==> config.mk <==
export PLATFORM = sky130hd
export DESIGN_NAME = mem_access_stage
export DESIGN_NICKNAME = d
export VERILOG_FILES = /design/src/rtl/mem_pkg.sv /design/src/rtl/load_extend.sv /design/src/rtl/mem_access_stage.sv
export SDC_FILE = /design/constraint.sdc
export NUM_CORES = 1
export LEC_CHECK = 0
export BUFFER_PORTS_ARGS = -buffer_cell sky130_fd_sc_hd__buf_2
export CAP_MARGIN = 20
export CORE_ASPECT_RATIO = 1.1
export CORE_UTILIZATION = 52
export CTS_CLUSTER_SIZE = 14
export DETAILED_ROUTE_END_ITERATION = 10
export PLACE_DENSITY = 0.84
export SETUP_SLACK_MARGIN = 0.5
export SYNTH_ARGS = -nofsm -noshare
export SYNTH_HDL_FRONTEND = slang
export SYNTH_HIERARCHICAL = 1
export SYNTH_SLANG_ARGS = --single-unit
==> constraint.sdc <==
create_clock -name clock -period 2.5 [get_ports clock]
set_input_delay 0.625 -clock clock [delete_from_list [all_inputs] [get_ports clock]]
set_output_delay 0.625 -clock clock [all_outputs]
set_load 0.005 [all_outputs]
==> src/rtl/mem_pkg.sv <==
// rtl/mem_pkg.sv - shared encodings, result record and op helpers for the MEM stage
//
// Contents:
//   OP_*               request op encodings (6 and 7 decode as NOP)
//   fault_cause_e      fault cause reported with a result
//   state_e            MEM stage control states
//   wb_result_t        one write-back result (data, rd, we, fault, cause)
//   MEM_DEPTH_DEFAULT  highest valid byte address of the data memory
package mem_pkg;

    localparam logic [2:0] OP_NOP = 3'd0;
    localparam logic [2:0] OP_LW  = 3'd1;
    localparam logic [2:0] OP_LB  = 3'd2;
    localparam logic [2:0] OP_LBU = 3'd3;
    localparam logic [2:0] OP_SW  = 3'd4;
    localparam logic [2:0] OP_SB  = 3'd5;

    localparam int unsigned MEM_DEPTH_DEFAULT = 32'd1000000;

    typedef enum logic [1:0] {
        CAUSE_NONE     = 2'd0,
        CAUSE_MISALIGN = 2'd1,
        CAUSE_RANGE    = 2'd2
    } fault_cause_e;

    typedef enum logic [1:0] {
        ST_IDLE   = 2'd0,
        ST_ACCESS = 2'd1,
        ST_HOLD   = 2'd2
    } state_e;

    typedef struct packed {
        logic [31:0] data;
        logic [4:0]  rd;
        logic        we;
        logic        fault;
        logic [1:0]  cause;
    } wb_result_t;

    function automatic logic is_word_op(input logic [2:0] op);
        return (op == OP_LW) || (op == OP_SW);
    endfunction

    function automatic logic is_byte_op(input logic [2:0] op);
        return (op == OP_LB) || (op == OP_LBU) || (op == OP_SB);
    endfunction

    function automatic logic is_load_op(input logic [2:0] op);
        return (op == OP_LW) || (op == OP_LB) || (op == OP_LBU);
    endfunction

    function automatic logic is_store_op(input logic [2:0] op);
        return (op == OP_SW) || (op == OP_SB);
    endfunction

endpackage

==> src/rtl/load_extend.sv <==
// rtl/load_extend.sv - load data select and byte sign/zero extension
//
// Ports:
//   op        latched request op
//   word_in   big-endian word read from memory
//   byte_in   byte read from memory
//   data_out  register-file value for the load (0 for non-loads)
module load_extend
    import mem_pkg::*;
(
    input  logic [2:0]  op,
    input  logic [31:0] word_in,
    input  logic [7:0]  byte_in,
    output logic [31:0] data_out
);

    always_comb begin
        data_out = 32'd0;
        case (op)
            OP_LW:   data_out = word_in;
            OP_LB:   data_out = {{24{byte_in[7]}}, byte_in};
            OP_LBU:  data_out = {24'd0, byte_in};
            default: data_out = 32'd0;
        endcase
    end

endmodule

==> src/rtl/mem_access_stage.sv <==
// rtl/mem_access_stage.sv - MIPS MEM pipeline stage with fault checks and skid-buffered write-back
//
// Ports:
//   clock, reset                 rising-edge clock, synchronous active-high reset
//   i_valid/o_ready              EX/MEM request handshake
//   i_op, i_addr, i_wdata, i_rd  request op, byte address, store data, load destination
//   w_addr_32 .. w_byte_op       data memory controls, driven during the ACCESS cycle
//   w_data_out_32, w_data_out_8  combinational memory read data
//   o_wb_valid/i_wb_ready        MEM/WB result handshake
//   o_wb_data .. o_fault_cause   registered result toward write-back
module mem_access_stage
    import mem_pkg::*;
#(
    parameter int unsigned MEM_DEPTH = MEM_DEPTH_DEFAULT,
    parameter int          ADDR_W    = 32
) (
    input  logic              clock,
    input  logic              reset,
    input  logic              i_valid,
    output logic              o_ready,
    input  logic [2:0]        i_op,
    input  logic [ADDR_W-1:0] i_addr,
    input  logic [31:0]       i_wdata,
    input  logic [4:0]        i_rd,
    output logic [ADDR_W-1:0] w_addr_32,
    output logic [31:0]       w_data_in_32,
    output logic              w_write_op,
    output logic              w_en,
    output logic              w_byte_op,
    input  logic [31:0]       w_data_out_32,
    input  logic [7:0]        w_data_out_8,
    output logic              o_wb_valid,
    input  logic              i_wb_ready,
    output logic [31:0]       o_wb_data,
    output logic [4:0]        o_wb_rd,
    output logic              o_wb_we,
    output logic              o_wb_fault,
    output logic [1:0]        o_fault_cause
);

    state_e            state;
    state_e            state_next;

    logic [2:0]        req_op;
    logic [ADDR_W-1:0] req_addr;
    logic [31:0]       req_wdata;
    logic [4:0]        req_rd;

    wb_result_t        wb_q;
    logic              wb_valid_q;
    wb_result_t        skid_q;
    logic              skid_valid_q;

    logic              accept;
    logic              hold_next;
    logic              req_active;
    logic              misaligned;
    logic              out_of_range;
    logic              fault;
    fault_cause_e      cause;
    logic [31:0]       load_data;
    wb_result_t        access_result;

    // One extra bit so addr+3 near the top of the address space cannot wrap
    // back into the valid range.
    logic [ADDR_W:0]   addr_ext;
    logic [ADDR_W:0]   word_last;
    logic [ADDR_W:0]   depth_ext;

    assign hold_next = wb_valid_q && !i_wb_ready;
    assign accept    = i_valid && o_ready;

    // ---------------------------------------------------------------
    // Fault checks on the latched request
    // ---------------------------------------------------------------
    assign req_active = is_word_op(req_op) || is_byte_op(req_op);
    assign addr_ext   = {1'b0, req_addr};
    assign word_last  = addr_ext + (ADDR_W+1)'(3);
    assign depth_ext  = (ADDR_W+1)'(MEM_DEPTH);

    always_comb begin
        misaligned   = is_word_op(req_op) && (req_addr[1:0] != 2'b00);
        out_of_range = 1'b0;
        if (is_word_op(req_op)) begin
            out_of_range = word_last > depth_ext;
        end else if (is_byte_op(req_op)) begin
            out_of_range = addr_ext > depth_ext;
        end
        fault = misaligned || out_of_range;
        if (misaligned) begin
            cause = CAUSE_MISALIGN;
        end else if (out_of_range) begin
            cause = CAUSE_RANGE;
        end else begin
            cause = CAUSE_NONE;
        end
    end

    load_extend u_load_extend (
        .op       (req_op),
        .word_in  (w_data_out_32),
        .byte_in  (w_data_out_8),
        .data_out (load_data)
    );

    // Result produced by the current ACCESS cycle; feeds both the output
    // register and the skid register.
    always_comb begin
        access_result.data  = (fault || !is_load_op(req_op)) ? 32'd0 : load_data;
        access_result.rd    = req_rd;
        access_result.we    = is_load_op(req_op) && !fault;
        access_result.fault = fault;
        access_result.cause = cause;
    end

    // ---------------------------------------------------------------
    // FSM: state register
    // ---------------------------------------------------------------
    always_ff @(posedge clock) begin
        if (reset) begin
            state <= ST_IDLE;
        end else begin
            state <= state_next;
        end
    end

    // ---------------------------------------------------------------
    // FSM: next state
    // ---------------------------------------------------------------
    always_comb begin
        state_next = state;
        case (state)
            ST_IDLE: begin
                if (accept) state_next = ST_ACCESS;
            end
            ST_ACCESS: begin
                if (hold_next) begin
                    state_next = ST_HOLD;
                end else if (accept) begin
                    state_next = ST_ACCESS;
                end else begin
                    state_next = ST_IDLE;
                end
            end
            ST_HOLD: begin
                if (i_wb_ready) state_next = accept ? ST_ACCESS : ST_IDLE;
            end
            default: state_next = ST_IDLE;
        endcase
    end

    // ---------------------------------------------------------------
    // FSM: outputs
    // ---------------------------------------------------------------
    always_comb begin
        o_ready      = (state == ST_IDLE)
                    || ((state == ST_ACCESS) && !hold_next)
                    || ((state == ST_HOLD) && i_wb_ready);
        w_addr_32    = req_addr;
        w_data_in_32 = req_wdata;
        w_byte_op    = is_byte_op(req_op);
        // Reset gates the strobe so an aborted store never commits.
        w_en         = (state == ST_ACCESS) && !reset && req_active && !fault;
        w_write_op   = w_en && is_store_op(req_op);
    end

    // ---------------------------------------------------------------
    // Request registers
    // ---------------------------------------------------------------
    always_ff @(posedge clock) begin
        if (reset) begin
            req_op    <= OP_NOP;
            req_addr  <= '0;
            req_wdata <= 32'd0;
            req_rd    <= 5'd0;
        end else if (accept) begin
            req_op    <= i_op;
            req_addr  <= i_addr;
            req_wdata <= i_wdata;
            req_rd    <= i_rd;
        end
    end

    // ---------------------------------------------------------------
    // Result and skid registers
    // ---------------------------------------------------------------
    always_ff @(posedge clock) begin
        if (reset) begin
            wb_valid_q   <= 1'b0;
            wb_q         <= '0;
            skid_q       <= '0;
            skid_valid_q <= 1'b0;
        end else begin
            case (state)
                ST_ACCESS: begin
                    if (hold_next) begin
                        // Output slot still occupied: park this result.
                        skid_q       <= access_result;
                        skid_valid_q <= req_active;
                    end else if (req_active) begin
                        wb_valid_q <= 1'b1;
                        wb_q       <= access_result;
                    end else begin
                        wb_valid_q  <= 1'b0;
                        wb_q.we     <= 1'b0;
                        wb_q.fault  <= 1'b0;
                    end
                end
                ST_HOLD: begin
                    if (i_wb_ready) begin
                        if (skid_valid_q) begin
                            wb_valid_q <= 1'b1;
                            wb_q       <= skid_q;
                        end else begin
                            wb_valid_q <= 1'b0;
                            wb_q.we    <= 1'b0;
                            wb_q.fault <= 1'b0;
                        end
                        skid_valid_q <= 1'b0;
                    end
                end
                default: begin
                    if (wb_valid_q && i_wb_ready) begin
                        wb_valid_q <= 1'b0;
                        wb_q.we    <= 1'b0;
                        wb_q.fault <= 1'b0;
                    end
                end
            endcase
        end
    end

    assign o_wb_valid    = wb_valid_q;
    assign o_wb_data     = wb_q.data;
    assign o_wb_rd       = wb_q.rd;
    assign o_wb_we       = wb_q.we;
    assign o_wb_fault    = wb_q.fault;
    assign o_fault_cause = wb_q.cause;

endmodule

* Word level (Yosys, flattened, before mapping)
Index checks and enable logic that the tools add are counted.
** Word-level totals
- Output and inout port bits :: 110
- Flip-flop bits (word level) :: 158
- Input port bits :: 116
** Operators by class
- Equal/unequal tests :: 13
- Reductions and logical operators :: 36
- Add/subtract/negate cells :: 1
- Mux-type cells :: 32
- Order comparisons :: 2
** Operators by type and width (number)
- $pmux W32 S3 :: 1
- $mux W41 :: 2
- $mux W37 :: 2
- $pmux W37 S2 :: 1
- $add A32 B2 Y33 const B :: 1
- $gt A33 B20 Y1 const B :: 1
- $gt A32 B20 Y1 const B :: 1
- $mux W32 :: 1
- $mux W2 :: 10
- $ne A2 B2 Y1 const B :: 6
- $logic_and A1 B1 Y1 :: 11
- $logic_or A1 B1 Y1 :: 11
- $mux W1 :: 10
- $pmux W2 S2 :: 2
- $eq A3 B2 Y1 const B :: 2
- $eq A3 B3 Y1 const B :: 2
- $pmux W2 S3 :: 1
- $reduce_and A3 Y1 :: 2
- $logic_not A1 Y1 :: 5
- $reduce_and A5 Y1 :: 1
- $pmux W1 S2 :: 2
- $reduce_and A2 Y1 :: 2
- $reduce_bool A2 Y1 :: 2
- $eq A3 B1 Y1 const B :: 1
- 4 further kinds :: 4

* Longest topological paths before layout
- Depth after elaboration :: 11
- Mapped depth :: 12
- Mapped depth without buffers :: 9

* Hierarchy
Netlist, hierarchy kept.
** Modules (own cells, without submodules)
- mem_access_stage :: times used 1, cells an instance 846, seq. area each 3163.0 um^2, area an instance 6855.3 um^2
- load_extend :: times used 1, cells an instance 72, seq. area each 0.0 um^2, area an instance 470.5 um^2

* Worst setup path before layout
Ideal clock, no wire load.
- Kind :: reg2out
- Start :: register req_addr[10] (netlist: w_addr_32[10])
- End :: output port w_write_op
- Arrival :: 1.956 ns
- Slack :: -0.081 ns
- Required time :: 1.875 ns
- Stages on the path, launching flop included :: 7
- Path buffers :: 0
- Path through :: dfxtp_1 -> or4_4 -> o21a_1 -> o21ai_1 -> o211ai_2 -> nor4_1 -> and3b_1
** On the way
- Longest elaborated chain between the ends :: 7
** Ends and longest elaborated chain
- start: declaration :: line mem_access_stage.sv:45 : logic [ADDR_W-1:0] req_addr;
- start signal: assignment :: line mem_access_stage.sv:178 : req_addr <= i_addr;
- $add A32 B2 Y33 or $gt A32 B20 Y1 (tied branches) :: line mem_access_stage.sv:78, mem_access_stage.sv:87
- $gt A33 B20 Y1 or $mux W1 (tied branches) :: line mem_access_stage.sv:85, mem_access_stage.sv:86
- $mux W1 * :: line mem_access_stage.sv:84 : if (is_word_op(req_op)) begin
- $logic_or A1 B1 Y1 * :: line mem_access_stage.sv:89 : fault = misaligned || out_of_range;
- $logic_not A1 Y1 * :: line mem_access_stage.sv:163 : w_en = (state == ST_ACCESS) && !reset && req_active && !fault;
- $logic_and A1 B1 Y1 * :: line mem_access_stage.sv:163
- net w_en :: line mem_access_stage.sv:28 : output logic w_en,
- $logic_and A1 B1 Y1 * :: line mem_access_stage.sv:164 : w_write_op = w_en && is_store_op(req_op);
- end: declaration :: line mem_access_stage.sv:27 : output logic w_write_op,
The timed path passes the listed nets; every way through them passes the cells marked *.

* Final worst setup path
- Start :: register req_addr[23] (netlist: w_addr_32[23])
- End :: output port w_write_op
** On the way
- Longest elaborated chain between the ends :: 7
** Ends and longest elaborated chain (line)
- $add A32 B2 Y33 or $gt A32 B20 Y1 (tied branches) :: mem_access_stage.sv:78, mem_access_stage.sv:87
- $gt A33 B20 Y1 or $mux W1 (tied branches) :: mem_access_stage.sv:85, mem_access_stage.sv:86
- $mux W1 * :: mem_access_stage.sv:84
- $logic_or A1 B1 Y1 * :: mem_access_stage.sv:89
- $logic_not A1 Y1 * :: mem_access_stage.sv:163
- $logic_and A1 B1 Y1 * :: mem_access_stage.sv:163
- $logic_and A1 B1 Y1 * :: mem_access_stage.sv:164
Every way passes the cells marked *; elsewhere a longest branch is shown, timed or not.

==> impl_results.md <==
* Number of synthesized register bits at about 160
* Layout Nets at 1294
* Die height at roughly 130 microns
* First-pass GRT wire length at 33500 microns
* Skew-Pair Late Insertion Delay at about 430 ps
* Synth area leader: dfxtp_1
* Largest net degree at the start of global routing at 113
* Die W at 115 microns
* Status: finished with violations
* HP Class: in2reg
* Yosys top cell area share at a little over two fifths
* CP peak stage delay at 530 ps
* Pre-CTS setup slack at -128 ps
* Minimum clock period at roughly 3000 ps
* Final Hold Viols at 0
* Startpoint types: flop
* Initial antenna violation count at 0
* Crit. End Element: output pin
* Maximum fanout along the worst path at 2
* Area Overhead vs Synth at 39.7%
* Iter 0 DRT Violations at 488
* Number of clock sinks at 158
* Num CTS Buffers at 17
* Top cells by count, synth: nand2_1 (239), dfxtp_1 (158), a21oi_1 (129)
* Detail-routed via count per cell at approximately 5.5
* Routed length on met3 at 1480 microns
* Leak pwr at approximately 0.0043 uW
* DR WL met2 at about 10000 microns
* Max_cap viols at 0
* CP Data Arrival Time at 2370 ps
* IO buf count at around 230
* Worst-path cell chain: or4_4 > nor3b_2 > a21boi_2 > o22a_2 > a21oi_2 > nor4_2 > and3b_1 > buf_2
* Wire length per cell at approximately 15 microns
* RSZ-0062 raised after global routing: yes
* Clock skew at about 12 ps
* Syn_nets at roughly 1000
* Syn_area_per_cell at 7.98 sq um
* Final setup viols at 34
* RePlAce Congestion at a little under 0.9
* DR pass1 iterations at 5
* Vias in the first global route at 6972
* PwrDens at roughly 640 nW/um^2
* Cells after synthesis at between 900 and 1000
* Slew @ Worst Pin at roughly 620 ps
* Most frequent cell after synthesis: nand2_1
* Core Rows at between 40 and 50
* Failing checks: setup timing
* Yosys cell types at 58
* Ys async rst share at 0%
* Clk pin slew, worst setup/hold paths at roughly 60 ps
* Deepest clock path buffer count at 2
* Slowest CP cell: or4_4
* Die Footprint at 14600 sq um
* Met1 WL at roughly 8700 microns
* Synth top area cells: dfxtp_1 (43%), nand2_1 (12%), a21oi_1 (8.8%)
* Vias post-DR at 7508
* Hold Buf Count CTS at 0
* Max frequency at ~0.33 GHz
* Residual DRC count at 0
* Number of synthesized flops with an enable pin at 0
* Routed WL at around 21000 microns
* Post-DRT Antenna Nets at 0
* Final worst slack at -498 ps
* I/O pin count at roughly 230
* Sequential area share after synthesis at between 40% and 50%
* CTS tree: done
* CTS root buf: clkbuf_16
* Top sig layer: met4
* GRT overflow at 0
* Worst endpoint required time at about 1900 ps
* H-Tree Depth at 4
* FILL cells at 1046
* DP HPWL at around 13000 microns
* Worst IR Drop VDD at 0.000495 V
* Initial core utilization at approximately 53%
* Share of cells above drive strength 1 at 36.6%
* Fin. max-slew vios at 0
* Crit Path Category: reg2out
* # diodes at 0
* Total GRT Usage at about 29%
* Final period util at 120%
* Slew headroom at 58.7%
* Yosys warnings at 6
* Synth Flop Type: dfxtp_1
* Setup TNS at -5820 ps
* Core Region at approximately 14000 sq um
* Cell area after synthesis at 7330 sq um
[path summary, 6_finish.rpt]
kind | startpoint | end | slack (ps) | depth (start not counted)
setup / recovery | w_addr_32[23]$_SDFFE_PP0P_ | w_write_op | -500 | 8
hold / removal | i_addr[13] | w_addr_32[13]$_SDFFE_PP0P_ | 430 | 3
setup reg to reg | w_addr_32[23]$_SDFFE_PP0P_ | o_wb_data[1]$_SDFFE_PP0P_ | -190 | 11
hold reg to reg | w_data_in_32[2]$_SDFFE_PP0P_ | w_data_in_32[2]$_SDFFE_PP0P_ | 450 | 2
[sequential cells by signal, indices dropped and copies added (netlist names)]
name,cells
w_addr_32,32
o_wb_fault,1
o_fault_cause,2
w_data_in_32,32
req_op,3
o_wb_we,1
req_rd,5
o_wb_rd,5
o_wb_data,32
state,2
skid_q,41
o_wb_valid,1
skid_valid_q,1
[cell usage in the layout, fill, tap and decap left out, types with 8 or more instances in the layout]
cell,count
nand2b_1,27
clkbuf_16,20
o21ai_0,26
buf_12,12
buf_4,57
nor2_1,56
dfxtp_1,149
o22ai_2,31
buf_6,12
a32o_1,38
a21oi_1,119
nor2b_1,34
a21oi_2,8
nand2_1,238
buf_2,222
[report_power, final]
group,internal [uW],switching (uW)
clock network,1690,977
registers,2620,66.9
logic,565,648
[timing repair]
action | in CTS | in global routing
setup buffers | 14 | 8
gates resized for setup | 41 | 41
pin swaps | 7 | 11
cloned | 5 | 4
setup endpoints to repair | 91 | 80
[area by class of cell]
type | count | area [sq um] | share of cell area [%]
clock buffers | 25 | 505 | 4.94
clock inverters | 5 | 104 | 1.02
repair buffers | 311 | 2130 | 20.8
inverters | 10 | 42.5 | 0.416
multi-input cells | 676 | 4040 | 39.5
flip-flops and latches | 158 | 3180 | 31.1
well taps | 188 | 235 | 2.30
[critical path: cells and delay by family (launching register included)]
family / cells / cell delay, ps
simple gates: 4 / 1100
compound gates: 3 / 400
flops: 1 / 320
buf+inv: 1 / 120
[cells by family (layout without fill, tap and decap cells)]
kind of cell	Yosys count	count (layout)	synth area share [%]
and+or+nand+nor	409	409	25.6
AOI/OAI and AO/OA	255	255	24.3
DFF	158	158	43.2
buffers and inverters	84	351	5.16
muxes	7	7	0.974
adders and majority gates	4	4	0.683
xor gates and xnor gates	1	1	0.120
[per-layer routing]
layer  track usage (%)  vias up
met2              48.4      285
met1              36.0     3499
li1                  -     3682
met4              10.2        0
met5                 0        -
met3              7.07       42
[stage by stage]
stage | hold WS, ps | cells | cell area, sq um | total power (uW) | util [%]
2_1_floorplan | 436 | 918 | 7380 | 3310 | -
3_3_place_gp | 439 | 1312 | 8910 | 3700 | 64.6
3_5_place_dp | 445 | 1312 | 8910 | 3720 | 64.6
4_1_cts | 415 | 1361 | 9920 | 6500 | 71.9
5_1_grt | 422 | 1373 | 10200 | 6830 | 74.2
6_report | 425 | 1373 | 10200 | 6570 | 74.2
(Power assumes the default switching activity.)
